**src/rtl/truth_table_sweeper.sv**
```systemverilog
// Self-test sequencer: sweeps every input code of a small function unit, samples its output
// after a settle window and compares the captured truth table against a golden mask.
module truth_table_sweeper #(
    parameter int                 N_IN          = 4,
    parameter int                 SETTLE_CYCLES = 2,
    parameter logic [2**N_IN-1:0] EXPECTED_MASK = 16'hDF03
) (
    input  logic                 clk,
    input  logic                 rst_n,
    input  logic                 start,
    input  logic                 abort,
    output logic [N_IN-1:0]      dut_in,
    input  logic                 dut_out,
    output logic                 busy,
    output logic                 done,
    output logic                 pass,
    output logic [2**N_IN-1:0]   captured,
    output logic [N_IN:0]        fail_count,
    output logic [N_IN-1:0]      first_fail_idx,
    output logic                 fail_valid
);

    // state  | meaning
    // IDLE   | waiting for start, dut_in parked at 0
    // DRIVE  | holding dut_in = idx while the unit settles
    // SAMPLE | capturing dut_out for idx, comparing against the golden bit
    // DONE   | sweep finished, publish pass and pulse done
    typedef enum logic [1:0] {IDLE, DRIVE, SAMPLE, DONE} state_t;

    localparam logic [N_IN-1:0] IDX_LAST    = '1;
    localparam logic [N_IN-1:0] IDX_ONE     = 1;
    localparam logic [N_IN:0]   CNT_ONE     = 1;
    localparam logic [3:0]      SETTLE_LAST = 4'(SETTLE_CYCLES - 1);

    state_t          state, state_n;
    logic [N_IN-1:0] idx, idx_n;
    logic [3:0]      settle_cnt, settle_n;
    logic            clear, sample_en, abort_taken, busy_n;

    always_comb begin
        state_n     = state;
        idx_n       = idx;
        settle_n    = settle_cnt;
        clear       = 1'b0;
        sample_en   = 1'b0;
        abort_taken = 1'b0;
        case (state)
            IDLE: begin
                if (start && !abort) begin
                    state_n  = DRIVE;
                    idx_n    = '0;
                    settle_n = '0;
                    clear    = 1'b1;
                end
            end
            DRIVE: begin
                if (abort) begin
                    abort_taken = 1'b1;
                    state_n     = IDLE;
                    idx_n       = '0;
                    settle_n    = '0;
                end else if (settle_cnt == SETTLE_LAST) begin
                    state_n  = SAMPLE;
                    settle_n = '0;
                end else begin
                    settle_n = settle_cnt + 4'd1;
                end
            end
            SAMPLE: begin
                if (abort) begin
                    abort_taken = 1'b1;
                    state_n     = IDLE;
                    idx_n       = '0;
                    settle_n    = '0;
                end else begin
                    sample_en = 1'b1;
                    if (idx == IDX_LAST) begin
                        state_n = DONE;
                    end else begin
                        state_n  = DRIVE;
                        idx_n    = idx + IDX_ONE;
                        settle_n = '0;
                    end
                end
            end
            DONE: begin
                state_n = IDLE;
                idx_n   = '0;
            end
            default: state_n = IDLE;
        endcase
    end

    assign busy_n = (state_n == DRIVE) || (state_n == SAMPLE);

    always_ff @(posedge clk or negedge rst_n) begin
        if (!rst_n) begin
            state      <= IDLE;
            idx        <= '0;
            settle_cnt <= '0;
        end else begin
            state      <= state_n;
            idx        <= idx_n;
            settle_cnt <= settle_n;
        end
    end

    // Outputs are registered from next-state values so busy/dut_in track the state without lag.
    always_ff @(posedge clk or negedge rst_n) begin
        if (!rst_n) begin
            dut_in         <= '0;
            busy           <= 1'b0;
            done           <= 1'b0;
            pass           <= 1'b0;
            captured       <= '0;
            fail_count     <= '0;
            first_fail_idx <= '0;
            fail_valid     <= 1'b0;
        end else begin
            busy   <= busy_n;
            dut_in <= busy_n ? idx_n : '0;
            done   <= (state == DONE);
            if (clear) begin
                captured   <= '0;
                fail_count <= '0;
                fail_valid <= 1'b0;
                pass       <= 1'b0;
            end
            if (abort_taken) begin
                pass <= 1'b0;
            end
            if (sample_en) begin
                captured[idx] <= dut_out;
                if (dut_out != EXPECTED_MASK[idx]) begin
                    fail_count <= fail_count + CNT_ONE;
                    if (!fail_valid) begin
                        first_fail_idx <= idx;
                        fail_valid     <= 1'b1;
                    end
                end
            end
            if (state == DONE) begin
                pass <= (fail_count == '0);
            end
        end
    end

endmodule

```
**config.mk**
```make
export PLATFORM = sky130hd
export DESIGN_NAME = truth_table_sweeper
export DESIGN_NICKNAME = d
export VERILOG_FILES = /design/src/rtl/truth_table_sweeper.sv
export SDC_FILE = /design/constraint.sdc
export NUM_CORES = 1
export LEC_CHECK = 0
export BUFFER_PORTS_ARGS = -buffer_cell sky130_fd_sc_hd__buf_2
export CORE_MARGIN = 4
export CORE_UTILIZATION = 25
export CTS_BUF_LIST = sky130_fd_sc_hd__clkbuf_4
export CTS_CLUSTER_DIAMETER = 100
export DETAILED_ROUTE_END_ITERATION = 8
export MAX_ROUTING_LAYER = met4
export SKIP_LAST_GASP = 1
export SLEW_MARGIN = 20
export SYNTH_ARGS = -nofsm -noshare
export SYNTH_HDL_FRONTEND = slang
export SYNTH_SLANG_ARGS = --single-unit
```
**constraint.sdc**
```tcl
create_clock -name clk -period 2.1 [get_ports clk]
set_input_delay 0.315 -clock clk [delete_from_list [all_inputs] [get_ports clk]]
set_output_delay 0.315 -clock clk [all_outputs]
set_load 0.1 [all_outputs]
```
* After elaboration in Yosys (flattened, before gate mapping) *
Memories as Yosys holds them, arrays and structs flattened.
Index checks and enable logic that the tools add are counted.

operators by class
  add/subtract/negate cells = 3
  order comparisons = 2
  equality and inequality tests = 10
  mux-type cells = 40
  bitwise gates (word level) = 1
  reduce and logical (&&, ||, !) cells = 11

operator list
  kind                                                               number
  two-way mux 4 bit                                                  10
  two-way mux 16 bit                                                 2
  bitwise mux 16 bit                                                 1
  case mux 4 bit (4 select lines)                                    1
  two-way mux 1 bit                                                  15
  two-way mux 5 bit                                                  3
  case mux 4 bit (3 select lines)                                    1
  two-way mux 2 bit                                                  5
  adder 4 x 1 -> 4 bit, second input constant                        2
  case mux 2 bit (4 select lines)                                    1
  equality test 2 bit, second input constant                         3
  AND reduction 3 bit                                                2
  nonzero test 3 bit                                                 2
  adder 5 x 1 -> 5 bit, second input constant                        1
  logical NOT 5 bit                                                  1
  less-than comparator 4 x 5 -> 1 bit, second input constant         1
  demux 1 bit (select 4 bit)                                         1
  equality test 2 x 1 -> 1 bit, second input constant                2
  equality test 4 x 1 -> 1 bit, second input constant                1
  equality test 4 bit, second input constant                         1
  greater-or-equal comparator 4 x 1 -> 1 bit, second input constant  1
  != test 3 bit, second input constant                               1
  logical AND 1 bit                                                  2
  logical NOT 2 bit                                                  1
  6 further kinds                                                    6

word-level totals
  register bits = 43
  memory bits (read-only) = 16
  input bits = 5
  output and inout port bits = 33
  logic and storage cells = 79
  memories kept = 1

memories
  memory           words  bits a word  rd ports  clocked after Yosys merged registers in  write ports  RTL line  RTL
  (no name shown)  16     1            1         0                                        0            134       if (dut_out != EXPECTED_MASK[idx]) begin

* Longest topological paths before layout *
Gate-level depths: netlist (run 1).

  depth in word-level cells = 8
  depth in mapped cells = 8
  depth with buffers taken out = 7

* Worst setup path before layout (run 1) *
No wires, ideal clock.

  kind = register to register
  start = register state[0]
  end = register first_fail_idx[0]
  library setup time = 125 ps
  arrival = 1739 ps
  required time = 1975 ps
  slack = 235 ps
  stages on the path, launching flop included = 8
  path buffers = 0
  period minus slack after synthesis = 1865 ps
  cells stage by stage = dfrtp_1 inv_1 ha_1 nor2b_2 nand2_1 mux2_4 nor2_4 mux2_2

on the way
  longest elaborated chain between the ends = 3

ends and longest elaborated chain
  what                                  RTL line  RTL
  start: declaration                    35        state_t state, state_n;
  start signal: assignment              102       state <= state_n;
  equality test 2 bit                   47        case (state)
  two-way mux 1 bit                     47
  AND reduction 3 bit (no source line)  n/a
  end signal: assignment                137       first_fail_idx <= idx;
  end: declaration                      19        output logic [N_IN-1:0] first_fail_idx,

No other way between the ends.
A chain may end at the register's enable or synchronous reset.

* Final worst setup path (run 1) *
  start = register state[0]
  end = register first_fail_idx[3]

The elaborated chain is that of the path after synthesis.

==> results of run 1 <==
[cell families (layout without fill, tap and decap cells)]
kind of cell               after synthesis  after routing  share of synthesized area (%)
adders and majority gates               12             12                           6.89
DFF                                     43             43                           49.4
and+or+nand+nor                         87             87                           20.2
muxes                                    6              6                           3.21
xor gates and xnor gates                 2              2                          0.804
buffers and inverters                   27             73                           5.17
AOI/OAI and AO/OA                       44             44                           14.4
[placed cells by master (no fill, tap or decap), types with 2 or more instances in the layout]
master	n
buf_4	9
o21ai_0	9
clkbuf_4	6
nand3_1	6
inv_1	17
a31oi_1	3
buf_2	37
bufinv_16	2
nor3_1	2
a21o_1	2
or3_1	2
ha_1	11
nor2_1	11
o31ai_1	2
nand4_1	17
nand2b_1	3
o211ai_1	11
dfrtp_1	43
o311ai_0	4
nor3b_1	3
a311o_1	3
o21a_1	2
nand2_1	32
o22ai_1	4
mux2_2	4
nor2b_1	6
[worst paths after layout]
kind / slack, ps / endpoint / cells after the start
worst min-delay path: 330 / captured[9] / 3
worst max-delay path: 140 / first_fail_idx[3] / 7
worst max register to register: 140 / first_fail_idx[3] / 7
min in group asynchronous: 450 / captured[12] / 3
max in group asynchronous: 1450 / dut_in[1] / 3
worst min register to register: 500 / pass / 1
[through the flow]
stage               util [%]  setup WS [ps]  instance area [um^2]  hold slack [ps]
finish                  32.0            140                  2670              334
global route            32.0           7.86                  2670              359
CTS                     31.8           73.8                  2650              322
detailed placement      30.4           89.2                  2530              308
global placement        30.4            133                  2530              309
floorplan                  -            235                  2180             19.4
[worst register-to-register path: cells and delay by family (launching register included)]
kind | cells | cell delay (ps)
muxes | 2 | 710
buffers and inverters | 1 | 120
and+or+nand+nor | 3 | 420
adders and majority gates | 1 | 190
DFF | 1 | 430
[cell usage after synthesis (all sizes together) (6+ instances only)]
cell | number | share of area (%)
inv | 17 | 2.9
nand2 | 32 | 5.5
nand3 | 6 | 1.4
o211ai | 11 | 3.8
dfrtp | 43 | 49
nor2 | 12 | 2.4
ha | 12 | 6.9
nor2b | 7 | 2.1
o21ai | 9 | 2.1
nand4 | 17 | 4.9
[area by class of cell]
| type | instances | area [um^2] | area share [%] |
|---|---|---|---|
| clock buffers | 6 | 45.0 | 1.69 |
| well taps | 105 | 131 | 4.92 |
| flip-flops and latches | 43 | 1080 | 40.3 |
| repair buffers | 48 | 283 | 10.6 |
| multi-input cells | 151 | 1010 | 37.9 |
| clock inverters | 2 | 60.1 | 2.25 |
| inverters | 17 | 63.8 | 2.39 |
[report_power, final]
part	switching, mW	internal, mW	total (mW)
registers	0.0767	0.909	0.986
clock network	0.271	0.384	0.655
logic	0.720	0.256	0.976
[timing repair]
item,in CTS,in global routing
endpoints found under the setup margin,0,10
resized for setup,0,4
hold buffers,1,0
hold endpoints to repair,43,0
[flip-flops by register name, indices dropped and copies added (netlist names)]
name	flops
busy	1
captured	16
done	1
dut_in	4
fail_count	5
fail_valid	1
first_fail_idx	4
idx	4
pass	1
settle_cnt	4
state	2
[layer usage]
metal  GRT usage, %  up-vias
li1               -      883
met4           2.76        0
met5              -        -
met1           14.5      844
met3           2.41        8
met2           16.1       29
==> results_dict.tcl, run 1 <==
set metrics [dict create \
    status "complete, no violations" \
    cp_slowest_stage_delay_ps 430 \
    drive_above_1_share_pct 24.3 \
    p_per_area_mw_per_mm2 980 \
    cp_max_fo 13 \
    critPathLaunch "state[0]" \
    route.met2.wl_um 2270 \
    highest_layer "met4" \
    fillers 884 \
    dp.cells 363 \
    worstMarginPinSlew_ps 493 \
    ant_nets 0 \
    crit_chain "inv_1, ha_1, nor2b_4, nand2_1, mux2_4, nor2_4, mux2_2" \
    slowest_stage "dfrtp_1" \
    critPathRequiredTime_ps 2350 \
    async_flop_share_pct 100 \
    rows 33 \
    die-area_mm2 0.0103 \
    grtUsageTotal_pct 10.7 \
    fmax_mhz 510 \
    cts_setup_buffers 0 \
    wl_met1_um 2430 \
    num_io_pins 38 \
    syn_to_final_growth_pct 22.6 \
    yosysSeqAreaShare_pct 49.4 \
    fin_crit_sh_pct 93.3 \
    hpwl_um 3640 \
    power_leakage_nw 1.37 \
    syn_avg_cell_area_um2 9.86 \
    synth_edf_count 0 \
    fin_tns_setup_ps 0 \
    irDropWorstVdd_v 0.000663 \
    final_max_slew_viol_count 0 \
    fin_cells 372 \
    drtIter0Drc 81 \
    startpoint_type "register" \
    dieWidth_um 101 \
    drt_first_pass_iters 4 \
    worstHoldStart "dut_out" \
    core_area_mm2 0.00834 \
    numCtsBuffers 5 \
    synth_cell_types 38 \
    timing.critical_path.arrival_ps 2210 \
    cts_num_sinks 43 \
    cap_violations 0 \
    wl_per_cell_um 13.4 \
    path_class "register to register" \
    ys_warn_count 0 \
    synth_area_mm2 0.00218 \
    grt_first_pass_wirelength_um 8550 \
    gp_congestion 0.768 \
    ys.flop_type "dfrtp_1" \
    start_util_pct 26.1 \
    routed_wl_um 5000 \
    finClkSkew_ps 12.0 \
    max-slew-margin-rel_pct 67.4 \
    syn_inst 221 \
    vias 1764 \
    nets 283 \
    grt-ovfl-total 0 \
    synth.ff_latch_count 43 \
    cp-end-kind "register" \
    synth_fp_nets 238 \
    crit_buf_inv 1 \
    setup_viol 0 \
    die_h_um 101 \
    cts_htree_levels 2 \
    rsz0062_at_grt "no" \
    crit_family "multiplexers" \
    worst_skew_pair.late_latency_ps 360 \
    vias_per_cell 4.74 \
    cts-root-buf "clkbuf_4" \
    hold_viol_final 0 \
    path_clk_slew_ps 130 \
    cts_tree "yes" \
    r2r_start "state[0]" \
    grt_start_max_net_pins 44 \
    num_antenna_cells 0 \
    antenna_found_initial 0 \
    hp-class "primary input to register" \
    period_minus_slack_ps 1960 \
    drc 0 \
    portBuffers 37 \
    clk_path_buf_depth 2 \
    finalPower_mw 2.62 \
    met3WireLength_um 231 \
    grt_pass1_vias 1746 \
]
No activity file was read; power rests on OpenSTA's default activity.
==> run 2, diff against run 1 <==
Settings changed: CORE_UTILIZATION 25 to 55, CTS_BUF_LIST sky130_fd_sc_hd__clkbuf_4 to default, CTS_CLUSTER_SIZE from default to 16, PLACE_DENSITY from default to 0.79.
==> results_dict.tcl, run 2 (synthesis results as in run 1) <==
set metrics [dict create \
    status "complete, no violations" \
    critPathLaunch "idx[1]" \
    cp_slowest_stage_delay_ps 420 \
    hold_viol_final 0 \
    irDropWorstVdd_v 0.000831 \
    rsz0062_at_grt "no" \
    final_common_cell "dfrtp_1" \
    drt_first_pass_iters 4 \
    drtIter0Drc 223 \
    power_leakage_nw 1.37 \
    layout_common_cells "dfrtp_1 (42), buf_2 (37), nand2_1 (32)" \
    hold-worst-slack_ps 73.9 \
    path_clk_slew_ps 80 \
    grt_first_pass_wirelength_um 7940 \
    grt_pass1_vias 1610 \
    crit_chain "inv_1, ha_1, o22ai_1, mux2_4, buf_4, a311o_1" \
    routed_wl_um 4650 \
    cts_tree "yes" \
    hpwl_um 3360 \
    grt-ovfl-total 0 \
    portBuffers 37 \
    num_antenna_cells 0 \
    crit_buf_inv 2 \
    fmax_mhz 514 \
    syn_to_final_growth_pct 19.3 \
    num_io_pins 38 \
    fin_cells 316 \
    fillers 301 \
    vias_per_cell 5.66 \
    final_max_slew_viol_count 0 \
    worst_skew_pair.late_latency_ps 300 \
    die-area_mm2 0.00503 \
    slowest_stage "dfrtp_2" \
    ff2ff_path_depth 6 \
    clk_path_buf_depth 2 \
    ant_nets 0 \
    cp-end-kind "register" \
    cts_htree_levels 2 \
    cts_num_sinks 43 \
    period_minus_slack_ps 1940 \
    top_register "captured" \
    p_per_area_mw_per_mm2 1000 \
    cap_violations 0 \
    timing.critical_path.arrival_ps 2130 \
    drive_above_1_share_pct 25.0 \
    rows 22 \
    cts-root-buf "clkbuf_8" \
    start_util_pct 58.2 \
    fin_crit_sh_pct 92.6 \
    nets 284 \
    drc 0 \
    die_h_um 71.0 \
    path_class "register to register" \
    finClkSkew_ps 6.87 \
    r2r_setup_slack_ps 160 \
    cp_max_fo 10 \
    vias 1787 \
    grtUsageTotal_pct 20.7 \
    r2r_end "fail_count[2]" \
    dieWidth_um 71.0 \
    worstMarginPinSlew_ps 532 \
    antenna_found_initial 0 \
    max-slew-margin-rel_pct 64.5 \
    startpoint_type "register" \
    wl_per_cell_um 14.7 \
    hp-class "primary input to asynchronous set/reset pin" \
    largest_reg_flops 16 \
    gp_congestion 0.889 \
    setup_viol 0 \
    r2r_start "idx[1]" \
    core_area_mm2 0.00374 \
    crit_family "compound AO/OA/AOI/OAI gates" \
    fin_tns_setup_ps 0 \
    cts-hold-fix-buffers 0 \
    numCtsBuffers 5 \
    grt_start_max_net_pins 44 \
    largestRegisters "captured x16, fail_count x5" \
    dp.cells 306 \
    critPathRequiredTime_ps 2290 \
]
run 2: cell types whose count changed in the layout (fill, tap and decap cells not counted):
cell,delta
clkbuf_4,-6
clkbuf_8,+6
buf_4,+3
buf_12,-1
bufinv_16,-1
clkinv_2,+1
dfrtp_1,-1
dfrtp_2,+1
dlygate4sd3_1,-1
o22ai_1,+1
o22ai_2,-1
run 2: timing repair:
action	CTS	global route
gates resized for setup	0	4
hold endpoints to repair	0	0
setup endpoints to repair	0	10
buffers inserted	0	2
run 2: area by class of cell:
type	instances	area, um^2	area share, %
repair buffers	49	275	10.6
clock buffers	6	82.6	3.18
multi-input cells	151	1010	38.7
well taps	48	60.1	2.31
inverters	17	63.8	2.45
clock inverters	2	35.0	1.35
flip-flops and latches	43	1080	41.4
run 2: power breakdown:
group / total (mW) / switching (mW) / internal (mW) / leakage [nW]
Combinational: 0.962 / 0.717 / 0.245 / 0.716
Sequential: 0.986 / 0.0768 / 0.909 / 0.593
Clock: 0.661 / 0.276 / 0.385 / 0.0612
run 2: per-layer routing:
layer	wire length [um]	vias to the layer above	part of all wire (%)	track usage, %
met5	0	-	0	-
met4	57	0	1.2	6.89
met1	2160	859	46	28.7
met3	219	4	4.7	5.26
li1	-	881	-	-
met2	2220	43	48	29.8
run 2: stage by stage:
stage | instance area, um^2 | utilization (%) | total power, mW | setup WS (ps)
2_1_floorplan | 2180 | - | 1.73 | 235
3_3_place_gp | 2450 | 65.5 | 1.92 | 90.3
3_5_place_dp | 2450 | 65.5 | 1.95 | 55.3
4_1_cts | 2570 | 68.6 | 2.61 | 43.2
5_1_grt | 2600 | 69.5 | 2.77 | 19.3
6_report | 2600 | 69.5 | 2.61 | 155
run 2: worst reg2reg max path, cell delays in order (launching register included):
cell	delay, ps
dfrtp_2	420
inv_1	90
ha_1	250
o22ai_1	220
mux2_4	340
buf_4	180
a311o_1	350
run 2: how the worst max path moves through the flow:
stage / to / depth (start not counted)
floorplan: first_fail_idx[0] / 7
global placement: first_fail_idx[1] / 7
detailed placement: first_fail_idx[3] / 6
CTS: first_fail_idx[3] / 6
global route: busy / 8
finish: fail_count[2] / 6
